### src/rtl/seq_pattern_tx.sv
// Serial pattern transmitter: shifts out a left-aligned frame MSB-first and
// runs a run-length predictor that flags RUN_LEN identical consecutive bits.
module seq_pattern_tx #(
    parameter int WIDTH   = 16,
    parameter int LEN_W   = 5,
    parameter int RUN_LEN = 4
) (
    input  logic             clk,
    input  logic             reset,
    input  logic             start,
    input  logic [WIDTH-1:0] din,
    input  logic [LEN_W-1:0] len,
    output logic             bit_out,
    output logic             bit_valid,
    output logic             expect_out,
    output logic             busy,
    output logic             done,
    output logic [1:0]       state
);
    localparam int RC_W = $clog2(RUN_LEN + 1);
    localparam logic [LEN_W-1:0] LP_WIDTH = LEN_W'(WIDTH);
    localparam logic [RC_W-1:0]  LP_RUN   = RC_W'(RUN_LEN);

    localparam logic [1:0] S_IDLE  = 2'd0;
    localparam logic [1:0] S_SHIFT = 2'd1;
    localparam logic [1:0] S_DONE  = 2'd2;

    // Handshake: a frame is accepted on a clk edge where state is IDLE,
    // start is high and len is within 1..WIDTH; any other start is dropped.
    logic [1:0]       r_state;
    logic [1:0]       w_next_state;
    logic [WIDTH-1:0] r_shreg;
    logic [LEN_W-1:0] r_cnt;
    logic             r_bit_out;
    logic             r_bit_valid;
    logic             r_expect;
    logic             r_done;
    logic             r_run_bit;
    logic [RC_W-1:0]  r_run_cnt;

    logic             w_len_ok;
    logic             w_bit;
    logic             w_same;
    logic [RC_W-1:0]  w_run_next;

    assign w_len_ok = (len != '0) && (len <= LP_WIDTH);
    assign w_bit    = r_shreg[WIDTH-1];
    assign w_same   = (r_run_cnt != '0) && (w_bit == r_run_bit);

    // Run counter saturates at RUN_LEN so long runs keep expect_out high.
    always_comb begin
        w_run_next = RC_W'(1);
        if (w_same) begin
            w_run_next = (r_run_cnt == LP_RUN) ? LP_RUN : r_run_cnt + RC_W'(1);
        end
    end

    always_ff @(posedge clk or negedge reset) begin
        if (!reset) begin
            r_state <= S_IDLE;
        end else begin
            r_state <= w_next_state;
        end
    end

    always_comb begin
        w_next_state = r_state;
        case (r_state)
            S_IDLE:  if (start && w_len_ok) w_next_state = S_SHIFT;
            S_SHIFT: if (r_cnt == LEN_W'(1)) w_next_state = S_DONE;
            S_DONE:  w_next_state = S_IDLE;
            default: w_next_state = S_IDLE;
        endcase
    end

    always_comb begin
        busy = (r_state != S_IDLE);
    end

    always_ff @(posedge clk or negedge reset) begin
        if (!reset) begin
            r_shreg     <= '0;
            r_cnt       <= '0;
            r_bit_out   <= 1'b0;
            r_bit_valid <= 1'b0;
            r_expect    <= 1'b0;
            r_done      <= 1'b0;
            r_run_bit   <= 1'b0;
            r_run_cnt   <= '0;
        end else begin
            r_done <= (r_state == S_DONE);
            case (r_state)
                S_IDLE: begin
                    r_bit_valid <= 1'b0;
                    if (start && w_len_ok) begin
                        r_shreg <= din << (LP_WIDTH - len);
                        r_cnt   <= len;
                    end
                end
                S_SHIFT: begin
                    r_bit_out   <= w_bit;
                    r_bit_valid <= 1'b1;
                    r_shreg     <= {r_shreg[WIDTH-2:0], 1'b0};
                    r_cnt       <= r_cnt - LEN_W'(1);
                    r_run_bit   <= w_bit;
                    r_run_cnt   <= w_run_next;
                    r_expect    <= (w_run_next == LP_RUN);
                end
                default: begin
                    r_bit_valid <= 1'b0;
                end
            endcase
        end
    end

    assign bit_out    = r_bit_out;
    assign bit_valid  = r_bit_valid;
    assign expect_out = r_expect;
    assign done       = r_done;
    assign state      = r_state;
endmodule

### config.mk
export PLATFORM = sky130hd
export DESIGN_NAME = seq_pattern_tx
export DESIGN_NICKNAME = d
export VERILOG_FILES = /design/src/rtl/seq_pattern_tx.sv
export SDC_FILE = /design/constraint.sdc
export NUM_CORES = 1
export LEC_CHECK = 0
export BUFFER_PORTS_ARGS = -buffer_cell sky130_fd_sc_hd__buf_2
export CORE_ASPECT_RATIO = 1.4
export CORE_MARGIN = 4
export CORE_UTILIZATION = 40
export CTS_BUF_LIST = sky130_fd_sc_hd__clkbuf_8 sky130_fd_sc_hd__clkbuf_16
export DETAILED_ROUTE_END_ITERATION = 10
export SLEW_MARGIN = 20
export SYNTH_ARGS = -nofsm -noshare
export SYNTH_HDL_FRONTEND = slang
export SYNTH_SLANG_ARGS = --single-unit
### constraint.sdc
create_clock -name clk -period 2.2 [get_ports clk]
set_clock_uncertainty 0.2 [all_clocks]
set_input_delay 0.22 -clock clk [delete_from_list [all_inputs] [get_ports clk]]
set_output_delay 0.22 -clock clk [all_outputs]
set_load 0.01 [all_outputs]
==> results.json, run 1 <==
{
  "dieWidth_um": 71.5,
  "dpl.cell_count": 363,
  "critPathRequiredTime_ns": 2.14,
  "critical_path_buf_inv_count": 3,
  "synthArstFlopShare_pct": 100,
  "grt_max_degree": 31,
  "hold_ws_ns": 0.105,
  "worstReg2RegEnd": "r_shreg[1]$_DFFE_PN0P_",
  "grt_first_pass_wirelength_um": 9470,
  "cp.arrival_ns": 1.90,
  "yosys_register_bits": 30,
  "min_from": "len[4]",
  "post-route-period-util_pct": 89.1,
  "post-dp-hpwl_um": 4330,
  "gp_congestion": 0.868,
  "dieArea_um2": 6920,
  "rsz0062_at_grt": "false",
  "gr-total-overflow": 0,
  "synth-edff-count": 0,
  "numCtsBuffers": 5,
  "min_path_type": "in2reg",
  "crit_type": "in2reg",
  "core_area_um2": 5490,
  "crit_family": "compound AO/OA/AOI/OAI gates",
  "min_to": "r_cnt[4]$_DFFE_PN0P_",
  "layout.nets": 332,
  "reg2reg_from": "state[1]$_DFFE_PN0P_",
  "clock_sinks": 30,
  "htreeDepth": 2,
  "rows": 32,
  "grt_pass1_vias": 2001,
  "power_mw": 2.63,
  "synth.avg_cell_area_um2": 8.78,
  "ir_drop_mv": 0.294,
  "instances_no_fill": 371,
  "run_status": "finished, final reports clean",
  "crit_path_top_delay_cell": "or4b_1",
  "synth.distinct_cells": 51,
  "antenna_found_initial": 0,
  "synth_flop_cell": "dfrtp_1",
  "port_buffers": 30,
  "viasPerCell": 5.59,
  "yosysSeqAreaShare_pct": 33.3,
  "crit_path_end_kind": "flop",
  "wl_um": 5530,
  "cts_tree": "built",
  "clock-root-buffer": "clkbuf_8",
  "io_pins": 31,
  "synthesis.area_um2": 2260,
  "setup_tns_ns": 0,
  "synthToLayoutAreaGrowth_pct": 20.0,
  "fmax_ghz": 0.510,
  "dr.pass1.iters": 4,
  "critPathMostFrequentCell": "inv_1",
  "syn_nets": 286,
  "final_cell_mix": "dfrtp_1 (30), buf_2 (30), nor2_1 (23), mux2i_1 (23), buf_4 (22)",
  "crit_fanout": 7,
  "max_stage_delay_ns": 0.43,
  "path_cells": "buf_2 > inv_1 > ha_4 > or4b_1 > o2111ai_1 > inv_1 > a211oi_1 > a221oi_1",
  "initial_utilization_pct": 41.1,
  "leakage_nw": 1.22,
  "reg2reg_depth": 6,
  "cts.path.max_buffers": 2,
  "hold_depth": 3,
  "wl_per_cell_um": 14.9,
  "clk_latency_ns": 0.28,
  "track_usage_pct": 16.7,
  "cap_violations": 0,
  "path_clk_slew_ns": 0.06,
  "die_height_um": 96.9,
  "relSlewSlack_pct": 54.4,
  "drv_slew": 0,
  "antenna_cells": 0,
  "drt_iter0_drc": 103,
  "remaining_drc_errors": 0,
  "synthCells": 257,
  "r2r_setup_slack_ns": 0.35,
  "tightestPinTransition_ns": 0.684,
  "via_count": 2075,
  "drive_above_1_share_pct": 25.7,
  "drtAntennaViolNets": 0,
  "startpoint_type": "primary input",
  "powerDensity_nw_per_um2": 972,
  "finalWorstPathRequiredPeriod_ns": 1.96,
  "yosys_warnings": 0,
  "final_hold_viol_count": 0,
  "setup_viol": 0,
  "cts_setup_buffers": 0
}
## worst register-to-register path: cells and delay by family (launching register included)
family | cells | cell delay (ns)
flip-flops | 1 | 0.39
AND/OR/NAND/NOR | 2 | 0.19
AO/OA/AOI/OAI | 2 | 0.55
buffers and inverters | 2 | 0.41
## state kept, by name (all words and copies together), names as in the netlist
name,cells
bit_valid,1
done,1
expect_out,1
r_cnt,5
r_run_bit,1
r_run_cnt,3
r_shreg,16
state,2
## timing repair
| item | CTS | global route |
|---|---|---|
| endpoints found under the setup margin | 0 | 3 |
| resized for setup | 0 | 1 |
| hold buffers | 1 | 0 |
| endpoints found under the hold margin | 30 | 0 |
## power breakdown
| group | switching [mW] | total [mW] | internal, mW | leakage, nW |
|---|---|---|---|---|
| clock | 0.197 | 0.405 | 0.208 | 0.0466 |
| combinational | 0.679 | 1.22 | 0.543 | 0.815 |
| sequential | 0.201 | 1.00 | 0.803 | 0.361 |
| total | 1.08 | 2.63 | 1.55 | 1.22 |
## layout make-up
cell class                 instances  area, um^2
tap                               68        85.1
clock inverter                     2        7.51
timing repair buffer              55         365
inverter                          12        45.0
multi-input combinational        199        1390
sequential                        30         751
fill                             543        2780
clock buffer                       5        68.8
## kinds of logic (layout without fill, tap and decap cells)
group,Yosys count,after routing,synth area share [%]
compound gates,65,65,18.8
xor+xnor,5,5,1.94
fa+ha+maj,5,5,2.77
buf+inv,28,74,6.82
flops,30,30,33.3
mux,32,32,15.2
simple gates,92,92,21.2
## routing by layer
layer  part of all wire (%)  GRT usage [%]  routed length (um)  vias up
li1                       -              -                   -     1026
met1                     41           20.2                2290      987
met2                     53           28.5                2910       52
met3                    3.6           2.39                 200       10
met4                    2.4           7.67                 134        0
met5                      0              0                   0        -
## synthesized netlist by cell type (4+ instances only)
cell	number	share of area (%)
nand3_1	14	3.1
xor2_1	4	1.6
nand2_1	22	3.7
buf_4	4	1.3
mux2i_1	23	10
o21ai_0	14	3.1
a31oi_1	5	1.4
clkbuf_1	4	0.67
mux2_2	8	4.0
a21oi_1	21	4.7
buf_6	4	2.0
nor2_1	23	3.8
nor3_1	7	1.6
inv_1	12	2.0
ha_1	5	2.8
dfrtp_1	30	33
## metrics by stage
| step | setup slack [ns] | area (um^2) | util [%] |
|---|---|---|---|
| 2_1_floorplan | 0.00373 | 2300 | - |
| 3_3_place_gp | -0.0734 | 2620 | 47.7 |
| 3_5_place_dp | -0.143 | 2620 | 47.7 |
| 4_1_cts | 0.163 | 2710 | 49.3 |
| 5_1_grt | 0.0491 | 2710 | 49.4 |
| 6_report | 0.239 | 2710 | 49.4 |
## worst max path at each step
stage,depth (start not counted),to,from
floorplan,10,r_cnt[4]$_DFFE_PN0P_,len[0]
global placement,8,r_cnt[1]$_DFFE_PN0P_,len[0]
detailed placement,8,r_cnt[1]$_DFFE_PN0P_,len[0]
CTS,8,r_cnt[1]$_DFFE_PN0P_,len[0]
global route,8,r_cnt[2]$_DFFE_PN0P_,len[0]
finish,8,r_cnt[2]$_DFFE_PN0P_,len[0]
(Power assumes the default switching activity.)
==> run 2: changes to the inputs <==
--- a/config.mk
+++ b/config.mk
@@ -6,11 +6,13 @@
 export NUM_CORES = 1
 export LEC_CHECK = 0
 export BUFFER_PORTS_ARGS = -buffer_cell sky130_fd_sc_hd__buf_2
+export CAP_MARGIN = 15
 export CORE_ASPECT_RATIO = 1.4
 export CORE_MARGIN = 4
 export CORE_UTILIZATION = 40
 export CTS_BUF_LIST = sky130_fd_sc_hd__clkbuf_8 sky130_fd_sc_hd__clkbuf_16
 export DETAILED_ROUTE_END_ITERATION = 10
+export PLACE_DENSITY_LB_ADDON = 0.08
 export SLEW_MARGIN = 20
 export SYNTH_ARGS = -nofsm -noshare
 export SYNTH_HDL_FRONTEND = slang
==> run 2 against run 1 <==
  * Sequential power hardly changed
  * Critical path depth did not move
  * Count of clock-buffer cells in the layout unchanged
  * Global-route usage is 0.41 points higher
  * Combinational power about the same
  * Critical endpoint is now r_shreg[14]$_DFFE_PN0P_
==> results.json, run 2 (synthesized netlist as in run 1, its figures left out) <==
{
  "numCtsBuffers": 5,
  "critPathRequiredTime_ns": 2.16,
  "dpl.cell_count": 362,
  "synthToLayoutAreaGrowth_pct": 19.6,
  "final_area_um2": 2700,
  "wl_per_cell_um": 15.1,
  "hold_ws_ns": 0.0894,
  "dr.pass1.iters": 4,
  "drtAntennaViolNets": 0,
  "relSlewSlack_pct": 54.6,
  "io_pins": 31,
  "rsz0062_at_grt": "false",
  "cts.repair.resized": 0,
  "cts_setup_buffers": 0,
  "finalWorstPathRequiredPeriod_ns": 1.91,
  "startpoint_type": "primary input",
  "port_buffers": 30,
  "grt_first_pass_wirelength_um": 9620,
  "instances_no_fill": 370,
  "cts_tree": "built",
  "antenna_found_initial": 0,
  "largest_register_ffs": 16,
  "remaining_drc_errors": 0,
  "min_path_type": "in2reg",
  "final_hold_viol_count": 0,
  "placed_area_um2": 2610,
  "clock_sinks": 30,
  "run_status": "finished, final reports clean",
  "post-dp-hpwl_um": 4360,
  "cp-startpoint": "len[0]",
  "hold_depth": 3,
  "htreeDepth": 2,
  "dieArea_um2": 6920,
  "gp_congestion": 0.883,
  "core_area_um2": 5490,
  "track_usage_pct": 17.1,
  "final_cell_mix": "dfrtp_1 (30), buf_2 (30), nor2_1 (23), mux2i_1 (23), nand2_1 (22)",
  "crit_fanout": 6,
  "crit_type": "in2reg",
  "rows": 32,
  "die_height_um": 96.9,
  "drv_slew": 0,
  "wl_um": 5590,
  "fmax_ghz": 0.523,
  "min_from": "len[4]",
  "leakage_nw": 1.22,
  "crit_path_end_kind": "flop",
  "ctsHoldBuffers": 1,
  "tightestPinTransition_ns": 0.681,
  "layout.nets": 331,
  "clk_latency_ns": 0.27,
  "viasPerCell": 5.54,
  "drt_iter0_drc": 137,
  "cts.path.max_buffers": 2,
  "gr-total-overflow": 0,
  "post-route-period-util_pct": 86.9,
  "antenna_cells": 0,
  "dieWidth_um": 71.5,
  "cap_violations": 0,
  "ir_drop_mv": 0.282,
  "grt_max_degree": 31,
  "regMostFlops": "r_shreg",
  "initial_utilization_pct": 41.1,
  "clock-root-buffer": "clkbuf_8",
  "drive_above_1_share_pct": 25.2,
  "fillers": 549,
  "reg2reg_depth": 6,
  "reg_top3": "r_shreg x16, r_cnt x5, r_run_cnt x3",
  "powerDensity_nw_per_um2": 976,
  "reg2reg_from": "state[1]$_DFFE_PN0P_",
  "path_clk_slew_ns": 0.06,
  "setup_tns_ns": 0,
  "grt_pass1_vias": 2069,
  "via_count": 2049,
  "cp.arrival_ns": 1.87,
  "setup_viol": 0
}
-- run 2: cell types whose count changed in the layout (fill, tap and decap cells not counted) --
cell / change
nand2_2: -1
buf_4: -1
nand2_1: +1
-- run 2: worst paths after layout --
kind,to,slack [ns]
max,r_shreg[14]$_DFFE_PN0P_,0.29
min,r_cnt[4]$_DFFE_PN0P_,0.09
max reg2reg,r_shreg[14]$_DFFE_PN0P_,0.33
min in group asynchronous,state[0]$_DFFE_PN0P_,0.31
max in group asynchronous,bit_valid$_DFF_PN0_,1.03
min reg2reg,expect_out$_DFFE_PN0P_,0.30
-- run 2: final cells by class --
cell class                 instances  area, um^2  area share, %
tap                               68        85.1           3.15
inverter                          12        45.0           1.67
multi-input combinational        199        1380           51.3
sequential                        30         751           27.8
timing repair buffer              54         358           13.3
clock inverter                     2        7.51          0.278
clock buffer                       5        68.8           2.55
-- run 2: metrics by stage --
step	setup WS, ns	util [%]	power (mW)
CTS	0.285	49.2	2.67
floorplan	0.00373	-	1.89
detailed placement	-0.000695	47.6	2.26
finish	0.287	49.2	2.63
global route	0.0904	49.2	2.89
global placement	0.0365	47.6	2.26
-- run 2: per-layer routing --
| metal | vias to the layer above | GRT usage [%] | part of all wire, % |
|---|---|---|---|
| li1 | 1022 | - | - |
| met1 | 966 | 21.2 | 43 |
| met2 | 47 | 28.6 | 51 |
| met3 | 14 | 2.39 | 3.1 |
| met4 | 0 | 8.10 | 3.2 |
| met5 | - | 0 | 0 |
-- run 2: critical path, stage by stage --
cell and delay [ns]:
buf_2 0.10, inv_1 0.10, ha_4 0.20, or4b_1 0.43
o2111ai_1 0.19, or3_1 0.23, a21oi_1 0.07, a311o_1 0.31
-- run 2: power breakdown --
| group | leakage [nW] | switching (mW) | internal [mW] |
|---|---|---|---|
| Sequential | 0.361 | 0.193 | 0.803 |
| Combinational | 0.811 | 0.685 | 0.560 |
| Clock | 0.0466 | 0.185 | 0.208 |
